===== config.mk =====
export PLATFORM = sky130hd
export DESIGN_NAME = mem_responder
export DESIGN_NICKNAME = d
export VERILOG_FILES = /design/src/rtl/mem_responder.sv
export SDC_FILE = /design/constraint.sdc
export NUM_CORES = 2
export LEC_CHECK = 0
export CAP_MARGIN = 30
export CORE_MARGIN = 2
export CORE_UTILIZATION = 35
export CTS_CLUSTER_DIAMETER = 40
export DETAILED_ROUTE_END_ITERATION = 10
export HOLD_SLACK_MARGIN = 0.02
export PLACE_DENSITY = 0.54
export SLEW_MARGIN = 20
export SYNTH_ARGS = -nofsm -noshare
export SYNTH_HDL_FRONTEND = slang
export SYNTH_SLANG_ARGS = --single-unit

===== constraint.sdc =====
create_clock -name CLK -period 4.5 [get_ports CLK]
set_clock_uncertainty 0.2 [all_clocks]
set_input_delay 0.45 -clock CLK [delete_from_list [all_inputs] [get_ports CLK]]
set_output_delay 0.45 -clock CLK [all_outputs]
set_load 0.01 [all_outputs]

===== src/rtl/mem_responder.sv =====
// Purpose : single-port word memory that answers load/store requests after a
//           fixed number of wait states and optionally judges a pass/fail test.
// Latency : MemReady is seen WAIT_CYCLES+1 cycles after the request is sampled;
//           a held MemReq restarts every WAIT_CYCLES+2 cycles.
// Backpressure: none to the initiator; it holds MemReq and the request fields
//           until MemReady. Fields are captured, so later changes are ignored.
//
// Ports
//   CLK        rising-edge clock
//   Reset      asynchronous, active-high reset (storage is not cleared)
//   MemReq     request valid
//   MemWrite   1 = store, 0 = load
//   DataAdr    byte address; bits [1:0] ignored, wraps at DEPTH_WORDS*4
//   WriteData  store data
//   ByteEn     per-byte store enables
//   ReadData   load data during the response cycle, 0 otherwise
//   MemReady   one-cycle response strobe
//   Done/Pass  sticky test verdict
//
// Build option: define MEM_RESP_MONITOR_EN to include the pass/fail monitor.
// Without it Done and Pass are tied to 0.

module mem_responder #(
   parameter int          DEPTH_WORDS = 64,
   parameter int          WAIT_CYCLES = 2,
   parameter logic [31:0] PASS_ADR    = 32'd84,
   parameter logic [31:0] PASS_DATA   = 32'd71,
   parameter logic [31:0] ALLOW_ADR   = 32'd80
) (
   input  logic        CLK,
   input  logic        Reset,
   input  logic        MemReq,
   input  logic        MemWrite,
   input  logic [31:0] DataAdr,
   input  logic [31:0] WriteData,
   input  logic [3:0]  ByteEn,
   output logic [31:0] ReadData,
   output logic        MemReady,
   output logic        Done,
   output logic        Pass
);

   localparam int         AW      = $clog2(DEPTH_WORDS);
   localparam logic [3:0] WAIT_LD = 4'(WAIT_CYCLES);

   typedef enum logic [1:0] {
      IDLE = 2'd0,
      WAIT = 2'd1,
      RESP = 2'd2
   } state_t;

   state_t      state;
   state_t      state_nxt;
   logic [3:0]  cnt;
   logic [3:0]  cnt_nxt;
   logic        capture;
   logic        resp;

   // Captured request; the low two address bits never matter, so they are
   // not stored.
   logic [31:2] cap_adr;
   logic [31:0] cap_dat;
   logic [3:0]  cap_be;
   logic        cap_wr;

   logic [31:0] mem [DEPTH_WORDS];
   logic [AW-1:0] word_idx;
   logic        commit;

   logic        unused_adr_lsb;
   assign unused_adr_lsb = ^DataAdr[1:0];

   // ------------------------------------------------------------------
   // State register and request capture
   // ------------------------------------------------------------------
   always_ff @(posedge CLK or posedge Reset) begin
      if (Reset) begin
         state   <= IDLE;
         cnt     <= 4'd0;
         cap_adr <= '0;
         cap_dat <= '0;
         cap_be  <= '0;
         cap_wr  <= 1'b0;
      end else begin
         state <= state_nxt;
         cnt   <= cnt_nxt;
         if (capture) begin
            cap_adr <= DataAdr[31:2];
            cap_dat <= WriteData;
            cap_be  <= ByteEn;
            cap_wr  <= MemWrite;
         end
      end
   end

   // ------------------------------------------------------------------
   // Next state and response strobe
   // ------------------------------------------------------------------
   always_comb begin
      state_nxt = state;
      cnt_nxt   = cnt;
      capture   = 1'b0;
      resp      = 1'b0;
      case (state)
         IDLE: begin
            if (MemReq) begin
               capture = 1'b1;
               cnt_nxt = WAIT_LD;
               state_nxt = (WAIT_CYCLES == 0) ? RESP : WAIT;
            end
         end
         WAIT: begin
            // Leave on the edge where the counter goes 1 -> 0. A zero
            // count here cannot occur normally; exit rather than wrap.
            if (cnt <= 4'd1) begin
               cnt_nxt   = 4'd0;
               state_nxt = RESP;
            end else begin
               cnt_nxt = cnt - 4'd1;
            end
         end
         RESP: begin
            resp      = 1'b1;
            state_nxt = IDLE;
         end
         default: begin
            state_nxt = IDLE;
            cnt_nxt   = 4'd0;
         end
      endcase
   end

   assign MemReady = resp;
   assign word_idx = cap_adr[AW+1:2];

   // A store lands on the edge that ends RESP. An asserted Reset has already
   // forced the state to IDLE, so an aborted request never writes.
   assign commit = resp && cap_wr;

   // ------------------------------------------------------------------
   // Storage: byte-lane writes, no reset
   // ------------------------------------------------------------------
   always_ff @(posedge CLK) begin
      if (commit) begin
         for (int i = 0; i < 4; i++) begin
            if (cap_be[i]) begin
               mem[word_idx][8*i +: 8] <= cap_dat[8*i +: 8];
            end
         end
      end
   end

   assign ReadData = (resp && !cap_wr) ? mem[word_idx] : 32'd0;

   // ------------------------------------------------------------------
   // Pass/fail monitor
   // ------------------------------------------------------------------
`ifdef MEM_RESP_MONITOR_EN
   logic done_q;
   logic pass_q;
   logic hit_pass;
   logic hit_allow;

   assign hit_pass  = (cap_adr == PASS_ADR[31:2]) && (cap_dat == PASS_DATA);
   assign hit_allow = (cap_adr == ALLOW_ADR[31:2]);

   always_ff @(posedge CLK or posedge Reset) begin
      if (Reset) begin
         done_q <= 1'b0;
         pass_q <= 1'b0;
      end else if (commit && !done_q) begin
         // Verdict is frozen once reached; later stores only hit memory.
         if (hit_pass) begin
            done_q <= 1'b1;
            pass_q <= 1'b1;
         end else if (!hit_allow) begin
            done_q <= 1'b1;
            pass_q <= 1'b0;
         end
      end
   end

   assign Done = done_q;
   assign Pass = pass_q;
`else
   logic unused_mon;
   assign unused_mon = ^{cap_adr[31:AW+2]};
   assign Done = 1'b0;
   assign Pass = 1'b0;
`endif

endmodule


# Yosys cells after proc, flatten, opt, wreduce, memory -nomap -nowiden
# Memories as Yosys holds them, arrays and structs flattened.
# Index checks and enable logic that the tools add are counted.
# classes
mux	22
magnitude_cmp	1
n_addsub	1
reduce_logical	6
n_bitwise	1
n_eq_ne	4
# ops
operator	count
$mux 32	1
$mux 1	15
$pmux 4 s3	1
$mux 4	2
$le 4x1->1 const B	1
$mux 2	2
$ne 2x2->1 const B	2
$pmux 2 s2	1
$reduce_and 2->1	2
$sub 4x1->4 const B	1
$eq 2x1->1 const B	1
$eq 2x2->1 const B	1
$logic_and 1x1->1	2
$logic_not 2->1	1
$logic_not 1->1	1
$not 1->1	1
# totals
elab_cells	42
regBits	49
memories	1
in_bits	72
output_inout_bits	35
ramBits	2048
# memory_table
name	words	word_bits	read_ports	rd_ports_with_merged_regs	write_ports	line	source
mem	64	32	1	0	1	66	logic [31:0] mem [DEPTH_WORDS];

# Depth between registers and ports, before layout
# depth
word_depth	5
ltp_mapped	11
ltp_nobuf	7

# Least setup slack after synthesis
# Ideal clock, no wire load.
# synth_timing
kind	reg2reg
from	reg cap_adr[4] (netlist name)
to	mem mem[3][0] (enable)
arrival_ns	2.032
setup_ns	0.370
path_slack_ns	1.898
t_required_ns	3.930
n_path_buf	6
stages_incl_launch_ff	10
period_less_slack_ns	2.602
path_cell_list	dfrtp_1 -> buf_6 -> buf_6 -> buf_6 -> buf_4 -> buf_2 -> buf_2 -> nor2_2 -> nand2_1 -> nor2_1
# synth_rtl
element	line	source
start: declaration	61	logic [31:2] cap_adr;
start signal: assignment	88	cap_adr <= DataAdr[31:2];
end: declaration	66	
# Straight into the memory's write port.

# Final worst setup path
# layout_timing
from	reg cap_adr[4] (netlist name)
to	out ReadData[4]
# layout_between
elab_chain_cells	2
# layout_rtl
element	line	source
$mem_v2 64x32	n/a	
$mux 32	153	assign ReadData = (resp && !cap_wr) ? mem[word_idx] : 32'd0;
end: declaration	37	output logic [31:0] ReadData,
# No other way between the ends.

==> metrics.md <==
| Metric | Value |
|---|---|
| Final Hold Viols | 0 |
| Fin util | roughly 44% |
| Initial Utilization | 35.2% |
| Non-Filler Instances | approximately 8600 |
| Post-synth EDFFs | 2048 |
| Worst-margin pin slew | 1110 ps |
| Crit path max fanout | 10 |
| Sequential area share after synthesis | between 70 and 80% |
| Vias in the first global route | between 40000 and 50000 |
| Status | finished with violations |
| Post-synth ARST share | 2.34% |
| Synth area leaders | edfxtp_1 (76%), a221oi_1 (3.0%), mux2i_1 (2.8%) |
| Average vias per placed instance | around 5.8 |
| CTS Root Cell | clkbuf_16 |
| Routability cong. | 0.854 |
| Most frequent cells in the layout | edfxtp_1 (2048), buf_4 (442), nor2_1 (360), clkbuf_16 (313), a22oi_1 (278) |
| DP Area | between 80000 and 90000 µm² |
| Unique masters post-synth | 59 |
| Highest clock rate | approximately 220 MHz |
| Worst EP arrival | ~3900 ps |
| Ys Warns | 0 |
| Clock-pin slew on the worst setup and hold paths | approximately 50 ps |
| Post-route minimum period | ~4600 ps |
| Failing checks | negative setup slack |
| CP Capture Point | ReadData[4] |
| RSZ-0062 raised after global routing | true |
| GR peak layer | met2 |
| Num ports | between 100 and 150 |
| Die W | around 480 µm |
| CP startpoint | cap_adr[4] |
| Met1 usage | 30.7% |
| Syn_area_per_cell | approximately 17 µm² |
| Clk_lat worst skew | approximately 920 ps |
| Setup violators final | 4 |
| Hpwl dp | 161000 µm |
| ANT nets after route | 0 |
| FF-to-FF End | mem[7][13] |
| Pwr per Cell Area | a little over 700 nW/µm² |
| Critical Path RT | about 3900 ps |
| Critical path launch point type | flop |
| Clock Sinks | 2097 |
| CTS H-Tree Depth | 5 |
| First-pass detailed-route iteration total | 8 |
| Port Buf Inserts | 78 |
| Tot GR Track Use | about 22% |
| Final #Nets | between 5000 and 6000 |
| R2R depth | 8 |
| GRT Residual Overflow | 0 |
| Ratio of cells with drive above 1 in the final layout | between 20% and 30% |
| Met2 Usage GRT | between 30% and 40% |
| Cell row count | ~180 |
| Max_slew headroom | 25.8% |
| Final period util | 102% |
| Commonest non-fill, non-tap cell in the layout | edfxtp_1 |
| Buf/Inv on CP | 6 |
| Global-route wire length before repair | 371000 µm |
| Crit path max-delay family | buffers and inverters |
| Post-synthesis register bit count | 2097 |
| Worst R2R Setup Slack | between 500 and 600 ps |
| Max-slew violations | 0 |
| Core outline area | about 230000 µm² |
| Die span in y | 484 µm |
| Max-capacitance violation count | 0 |
| CTS tree | done |
| Wirelength, routed | 271000 µm |
| Min-delay worst type | input pin to flop |
| CTS buffer count | 296 |
| Cells after DPL | just under 8000 |
| Post-synth top area share | approximately 76% |
| R2R Path Start | cap_adr[2] |
| Area Overhead vs Synth | 25.0% |
| Fin area | 101000 µm² |
| Max incr delay on CP | 520 ps |
| Worst setup EP type | output port |
| GRT met3 Usage | between 4 and 5% |
| CP Class | flop to output port |
| Leak | ~33 nW |
| CTS Buffer Depth | 4 |
| Worst setup margin | -77.1 ps |
| Mapped Area | 80800 µm² |
| Critical Path Stages | 11 |
| Synth area leader | edfxtp_1 |
| Final hold slack | approximately 80 ps |
| Vias post-DR | about 50000 |
| Worst path slowest cell | clkdlybuf4s50_1 |
| Full die area | between 200000 and 250000 µm² |
| Starting DRT DRC Count | 6652 |
| Main synth FF type | edfxtp_1 |
| DR WL/cell | around 31 µm |
| Largest net degree at the start of global routing | 75 |
| VDD IR max | roughly 1000 µV |
| Place WS | -184 ps |
| Initial antenna violation count | 18 |
| Post-Synthesis Cells | between 4000 and 5000 |
| Fillers | approximately 20000 |
| Critical path, cell by cell | buf_12 > buf_16 > buf_4 > nand2b_2 > buf_12 > o22ai_1 > a211oi_2 > o2111a_2 > a31oi_2 > buf_4 > clkdlybuf4s50_1 |
| DRC Markers | 0 |
Yosys cell counts (all sizes together), types with 2 or more instances:
master,n
a221oi,275
and4,5
nand2,158
nor2b,7
inv,6
and3b,2
o21ai,145
a2bb2oi,2
a31oi,31
mux2,109
a22o,93
buf,164
edfxtp,2048
nor2,368
o2111a,13
o211a,2
and2,9
o22ai,102
nor3,15
a211oi,15
a22oi,279
a21oi,192
and3,32
or2,3
nand3,38
a21o,2
mux2i,224
o21a,14
dfrtp,49
clkbuf,196
a222oi,28
nand3b,5
o211ai,15
a311oi,2
o221ai,5
nand2b,7
mux4,60
ha,2
a2111oi,2
per-layer routing:
metal,up-vias,part of all wire (%),wire [µm]
li1,20700,-,-
met1,25900,40,109000
met2,2798,45,123000
met3,538,9.9,26800
met4,14,4.5,12200
met5,-,0.030,80
where the power goes:
| part | switching [mW] | internal [mW] |
|---|---|---|
| sequential | 1.32 | 24.6 |
| clock | 8.64 | 14.0 |
| combinational | 15.4 | 8.40 |
| total | 25.4 | 47.1 |
flip-flops by register name, indices dropped and copies added (netlist names):
signal / cells
cap_adr: 6
cap_be: 4
cap_dat: 32
cap_wr: 1
cnt: 4
mem: 2048
state: 2
what timing repair did:
item	CTS	global route
pin swaps	33	30
endpoints found under the setup margin	32	23
setup buffers	56	19
cloned	19	11
endpoints found under the hold margin	62	0
hold buffers	40	0
resized for setup	264	97
stage by stage:
step	total power, mW	setup TNS, ps
2_1_floorplan	36.4	0
3_3_place_gp	45.9	-239
3_5_place_dp	46.2	-191
4_1_cts	71.4	-1190
5_1_grt	74.4	-358
6_report	72.4	-83.1
cells by family (layout without fill, tap and decap cells):
family                   Yosys count  after routing  share of synthesized area, %
AND/OR/NAND/NOR                  653            653                          3.40
XOR/XNOR                           1              1                        0.0108
multiplexers                     393            393                          5.97
flip-flops                      2097           2097                          77.7
other                              1             15                       0.00464
adder cells (fa/ha/maj)            2              2                        0.0310
buffers and inverters            366           1210                          2.06
AO/OA/AOI/OAI                   1223           1223                          10.9
worst min-delay path by stage:
stage,from,end,depth (start not counted)
6_report,WriteData[18],cap_dat[18],2
3_5_place_dp,state[1],state[0],1
2_1_floorplan,state[1],state[0],1
4_1_cts,WriteData[22],cap_dat[22],2
5_1_grt,WriteData[22],cap_dat[22],2
3_3_place_gp,state[1],state[0],1
layout make-up:
| class | count | area, µm² | area share, % |
|---|---|---|---|
| multi-input combinational | 2274 | 17300 | 17.2 |
| clock buffer | 342 | 7780 | 7.70 |
| tap | 3026 | 3790 | 3.75 |
| antenna | 13 | 32.5 | 0.0322 |
| clock inverter | 166 | 1770 | 1.75 |
| timing repair buffer | 696 | 7460 | 7.39 |
| inverter | 6 | 48.8 | 0.0483 |
| sequential | 2097 | 62800 | 62.2 |
No activity file was read; power rests on OpenSTA's default activity.
